<file path="src/rtl/wb_lsu_master.sv">
// Wishbone classic initiator for the load/store unit: one request in flight, aligned/extended load data, retry and optional timeout (WB_TIMEOUT_EN).
// Zero-wait slave: accept at T0, STB in T0+1, resp_valid in T0+2; req_ready low until the response cycle has passed.
module wb_lsu_master #(
    parameter int MAX_RETRY = 4,
    parameter int TIMEOUT   = 255
) (
    input  logic        clk,
    input  logic        rst,
    input  logic        req_valid,
    output logic        req_ready,
    input  logic        req_we,
    input  logic [31:0] req_addr,
    input  logic [31:0] req_wdata,
    input  logic [1:0]  req_size,
    input  logic        req_unsigned,
    output logic        resp_valid,
    output logic [31:0] resp_rdata,
    output logic        resp_err,
    output logic        resp_misaligned,
    output logic        CYC,
    output logic        STB,
    output logic        WE,
    output logic [31:0] ADR,
    output logic [31:0] DAT_O,
    input  logic [31:0] DAT_I,
    output logic [3:0]  SEL,
    output logic [2:0]  CTI_O,
    input  logic        ACK,
    input  logic        ERR,
    input  logic        RTY
);
    localparam logic [1:0] S_IDLE    = 2'd0;
    localparam logic [1:0] S_BUS     = 2'd1;
    localparam logic [1:0] S_BACKOFF = 2'd2;
    localparam logic [1:0] S_RESP    = 2'd3;
    localparam int RW = $clog2(MAX_RETRY + 2);

    logic [1:0]    state;
    logic          stb_q;
    logic [1:0]    off_q;
    logic [1:0]    size_q;
    logic          uns_q;
    logic [RW-1:0] retry_cnt;
    logic          err_q;
    logic          mis_q;
    logic [31:0]   rdata_q;
    logic          tmo_hit;

    logic        mis_n;
    logic [3:0]  sel_n;
    logic [31:0] dat_n;
    logic [7:0]  ld_byte;
    logic [15:0] ld_half;
    logic [31:0] ld_ext;

    always_comb begin
        mis_n = (req_size == 2'b11)
              | ((req_size == 2'b01) & req_addr[0])
              | ((req_size == 2'b10) & (|req_addr[1:0]));
        case (req_size)
            2'b00:   begin sel_n = 4'b0001 << req_addr[1:0]; dat_n = {4{req_wdata[7:0]}};  end
            2'b01:   begin sel_n = 4'b0011 << req_addr[1:0]; dat_n = {2{req_wdata[15:0]}}; end
            default: begin sel_n = 4'b1111;                  dat_n = req_wdata;             end
        endcase
    end

    always_comb begin
        ld_byte = DAT_I[{off_q, 3'b000} +: 8];
        ld_half = DAT_I[{off_q[1], 4'b0000} +: 16];
        case (size_q)
            2'b00:   ld_ext = {{24{~uns_q & ld_byte[7]}}, ld_byte};
            2'b01:   ld_ext = {{16{~uns_q & ld_half[15]}}, ld_half};
            default: ld_ext = DAT_I;
        endcase
    end

`ifdef WB_TIMEOUT_EN
    localparam int TW = $clog2(TIMEOUT + 1);
    logic [TW-1:0] tmo_cnt;

    // Counts only cycles with STB high; the setup cycle and BACKOFF keep it at zero.
    always_ff @(posedge clk) begin
        if (rst || state != S_BUS || !stb_q) begin
            tmo_cnt <= '0;
        end else if (!(ACK | ERR | RTY)) begin
            tmo_cnt <= tmo_cnt + 1'b1;
        end
    end
    assign tmo_hit = (tmo_cnt == TW'(TIMEOUT - 1));
`else
    assign tmo_hit = 1'b0 & (TIMEOUT != 0);
`endif

    always_ff @(posedge clk) begin
        if (rst) begin
            state     <= S_IDLE;
            stb_q     <= 1'b0;
            WE        <= 1'b0;
            ADR       <= '0;
            SEL       <= '0;
            DAT_O     <= '0;
            off_q     <= '0;
            size_q    <= '0;
            uns_q     <= 1'b0;
            retry_cnt <= '0;
            err_q     <= 1'b0;
            mis_q     <= 1'b0;
            rdata_q   <= '0;
        end else begin
            case (state)
                S_IDLE: begin
                    if (req_valid) begin
                        WE      <= req_we;
                        ADR     <= {req_addr[31:2], 2'b00};
                        SEL     <= sel_n;
                        DAT_O   <= dat_n;
                        off_q   <= req_addr[1:0];
                        size_q  <= req_size;
                        uns_q   <= req_unsigned;
                        err_q   <= 1'b0;
                        mis_q   <= mis_n;
                        rdata_q <= '0;
                        state   <= mis_n ? S_RESP : S_BUS;
                    end
                end
                S_BUS: begin
                    // First BUS cycle after acceptance only raises STB; terminations count once STB is up.
                    if (!stb_q) begin
                        stb_q <= 1'b1;
                    end else if (ERR) begin
                        stb_q <= 1'b0;
                        err_q <= 1'b1;
                        state <= S_RESP;
                    end else if (ACK) begin
                        stb_q <= 1'b0;
                        if (!WE) rdata_q <= ld_ext;
                        state <= S_RESP;
                    end else if (RTY) begin
                        stb_q <= 1'b0;
                        if (retry_cnt < RW'(MAX_RETRY)) begin
                            retry_cnt <= retry_cnt + 1'b1;
                            state     <= S_BACKOFF;
                        end else begin
                            err_q <= 1'b1;
                            state <= S_RESP;
                        end
                    end else if (tmo_hit) begin
                        stb_q <= 1'b0;
                        err_q <= 1'b1;
                        state <= S_RESP;
                    end
                end
                S_BACKOFF: begin
                    stb_q <= 1'b1;
                    state <= S_BUS;
                end
                default: begin
                    retry_cnt <= '0;
                    state     <= S_IDLE;
                end
            endcase
        end
    end

    assign req_ready       = (state == S_IDLE) & ~rst;
    assign CYC             = stb_q;
    assign STB             = stb_q;
    assign CTI_O           = 3'b000;
    assign resp_valid      = (state == S_RESP);
    assign resp_rdata      = resp_valid ? rdata_q : 32'h0;
    assign resp_err        = resp_valid & err_q;
    assign resp_misaligned = resp_valid & mis_q;
endmodule

</file>
<file path="config.mk">
export PLATFORM = sky130hd
export DESIGN_NAME = wb_lsu_master
export DESIGN_NICKNAME = d
export VERILOG_FILES = /design/src/rtl/wb_lsu_master.sv
export SDC_FILE = /design/constraint.sdc
export NUM_CORES = 1
export LEC_CHECK = 0
export CORE_ASPECT_RATIO = 0.75
export CORE_MARGIN = 4
export CORE_UTILIZATION = 30
export CTS_CLUSTER_SIZE = 24
export DETAILED_ROUTE_END_ITERATION = 10
export DONT_BUFFER_PORTS = 1
export GPL_TIMING_DRIVEN = 1
export PLACE_DENSITY = 0.48
export SYNTH_ARGS = -nofsm -noshare
export SYNTH_HDL_FRONTEND = slang
export SYNTH_SLANG_ARGS = --single-unit
</file>
<file path="constraint.sdc">
create_clock -name clk -period 1.7 [get_ports clk]
set_input_delay 0.34 -clock clk [delete_from_list [all_inputs] [get_ports clk]]
set_output_delay 0.34 -clock clk [all_outputs]
set_load 0.01 [all_outputs]
</file>
==> flow_metrics.py <==
metrics = {
    "clock_network": {
        "htree_levels": 3,
        "cts_buffers": 9,
        "clk_pin_slew_worst_paths_ps": 80,
        "cts_sinks": 112,
        "cts_hold_buffers": 0,
        "cts_tree": "built",
        "cts_max_path_buffers": 2,
        "clock_latency_ps": 350,
        "clockRootBuffer": "clkbuf_16",
    },
    "setup_path": {
        "critical-path-slowest-cell": "dfxtp_1",
        "cp_data_required_time_ps": 1360,
        "cp_max_fo": 13,
        "cp_top_family": "buffers and inverters",
        "crit_type": "reg -> out",
        "startpoint_type": "flop",
        "cp_cell_sequence": "buf_4 > ha_4 > clkbuf_16 > and2_4",
        "cp_slowest_stage_delay_ps": 310,
        "crit_buf_inv": 2,
        "cp.arrival_ps": 1350,
        "cp-end-kind": "primary output",
    },
    "global_route": {
        "grt_max_degree": 84,
        "overflow": 0,
        "grt_pass1_wl_um": 24700,
        "grt_usage": 0.160,
        "antenna_found_initial": 0,
        "grt_pass1_vias": 4314,
    },
    "final_layout": {
        "area_growth_syn_to_layout_pct": 17.7,
        "design_area_um2": 6030,
        "antenna_cells": 0,
        "nNetsFinal": 728,
        "final_common_cell": "nand2_1",
        "most-common-layout-cells": "124 x nand2_1, 110 x dfxtp_1, 64 x a21oi_1",
        "drive_gt1_frac": 0.183,
    },
    "timing": {
        "worstMarginPinSlew_ps": 579,
        "hold_viol_final": 0,
        "setup_slack_ps": 11.9,
        "fmax_mhz": 592,
        "drv_slew": 0,
        "slew_headroom": 0.613,
        "setup_violations": 0,
        "fin_crit_sh": 0.993,
        "clock_skew_ps": 6.89,
        "min_period_ps": 1690,
        "rsz0062_at_grt": "yes",
    },
    "placement": {
        "port_buffers": 0,
        "dpl_cell_area_um2": 5520,
        "place_hpwl_um": 11800,
        "dp_slack_ps": 3.97,
        "gp_congestion": 0.856,
    },
    "floorplanning": {
        "die_h_um": 121,
        "rows": 41,
        "die_width_um": 159,
        "die_area_um2": 19300,
        "initial_utilization": 0.306,
        "core_area_um2": 16800,
        "ioPinCount": 216,
    },
    "drt": {
        "vias": 4408,
        "ant_nets": 0,
        "routed_wl_um": 16300,
        "routedLengthMet1_um": 7650,
        "met3_length_um": 1350,
        "wl_met2_um": 7020,
        "vias_per_cell": 5.27,
        "drt_iter0_drc": 382,
        "drcViolationCount": 0,
        "wl_per_cell_um": 19.4,
        "firstDrtPassIters": 8,
        "highest_layer": "met4",
    },
    "power_and_ir_drop": {
        "peakVddDrop_uv": 498,
        "p_per_area_nw_per_um2": 1400,
        "p_leak_nw": 2.51,
    },
    "synthesis": {
        "async_reset_ff_frac": 0,
        "syn_area_um2": 5120,
        "syn_area_per_cell_um2": 8.29,
        "yosys_warnings": 0,
        "synth_cell_types": 47,
        "yosysSeqAreaShare": 0.437,
        "synth_edf_count": 0,
        "syn_inst": 618,
        "ys_ff_latch": 112,
        "synth_ff_type": "dfxtp_1",
    },
    "worst_hold_path": {
        "min_path_type": "in -> reg",
    },
    "run": {
        "cap_violations": 0,
    },
    "run_status": {
        "status": "finished, final reports clean",
    },
}
## Yosys cell counts, types with 2 or more instances
| master | count | area (um2) |
|---|---|---|
| nand2_1 | 125 | 469 |
| nor3_1 | 12 | 60.1 |
| inv_1 | 12 | 45.0 |
| o2bb2ai_1 | 7 | 61.3 |
| o31ai_1 | 2 | 15.0 |
| a311oi_1 | 8 | 70.1 |
| a211o_1 | 16 | 140 |
| mux2_2 | 9 | 101 |
| and2_1 | 35 | 219 |
| a211oi_1 | 11 | 82.6 |
| nor2_1 | 40 | 150 |
| ha_1 | 5 | 62.6 |
| buf_2 | 7 | 35.0 |
| buf_1 | 8 | 30.0 |
| a221oi_1 | 2 | 17.5 |
| and3_1 | 24 | 150 |
| nor2b_1 | 4 | 25.0 |
| mux2i_1 | 19 | 190 |
| buf_4 | 6 | 45.0 |
| dfxtp_1 | 112 | 2240 |
| o21ai_0 | 23 | 115 |
| a222oi_1 | 7 | 70.1 |
| clkbuf_1 | 30 | 113 |
| a21oi_1 | 65 | 325 |
| a221o_1 | 7 | 70.1 |
## repair_timing
item | 4_1_cts | 5_1_grt
setup endpoints to repair | 39 | 66
endpoints found under the hold margin | 0 | 0
resized for setup | 25 | 24
gates cloned | 0 | 1
pin swaps | 0 | 9
setup buffers | 0 | 1
## where the power goes
part,internal [mW],switching [mW]
combinational,1.09,1.44
clock,1.32,1.04
sequential,3.05,0.482
total,5.46,2.96
## area by class of cell
class / count / area (um2)
clock inverters: 6 / 98.8
repair buffers: 36 / 358
flip-flops and latches: 112 / 2240
well taps: 215 / 269
fillers: 1716 / 10700
clock buffers: 10 / 229
multi-input cells: 446 / 2790
inverters: 12 / 45.0
## registers in the layout, indices dropped and copies added (netlist names)
register,cells
mis_q,1
state,2
size_q,2
uns_q,1
rdata_q,32
SEL,4
CYC,1
err_q,1
off_q,2
WE,1
retry_cnt,3
ADR,30
DAT_O,32
## logic make-up after synthesis
family,Yosys count,synth area share
AOI/OAI and AO/OA,156,0.203
other,1,0.000732
adders and majority gates,5,0.0122
muxes,28,0.0569
buffers and inverters,64,0.0544
xor gates and xnor gates,1,0.00171
and+or+nand+nor,251,0.234
DFF,112,0.437
## path summary, 6_finish.rpt
check / startpoint / to / slack (ps) / depth (start not counted)
setup / recovery: state[1] / resp_rdata[6] / 10 / 4
hold / removal: rst / retry_cnt[1] / 50 / 1
setup reg to reg: state[0] / retry_cnt[0] / 60 / 8
hold reg to reg: rdata_q[15] / rdata_q[15] / 460 / 1
## layer usage
metal  vias up  GRT usage
met5         -          0
met4         0     0.0482
met3        17     0.0557
met2       175      0.232
met1      2078      0.226
li1       2138          -
## worst reg2reg max path, cell delays in order (launching register included)
cell and delay, ps:
dfxtp_2 340, buf_6 120, ha_2 210, buf_4 160, a21bo_2 200, nand3_1 110, buf_4 160, xor2_1 130
nor3_1 140
## metrics by stage
stage	setup TNS, ps	utilization	cells	hold WS [ps]	total power, mW
2_1_floorplan	0	-	622	418	5.12
3_3_place_gp	0	0.329	819	422	5.88
3_5_place_dp	0	0.329	819	421	5.96
4_1_cts	-54.1	0.353	835	34.1	8.42
5_1_grt	-1340	0.360	837	23.0	8.98
6_report	0	0.360	837	47.8	8.42
Power figures use the tool's default switching activity.
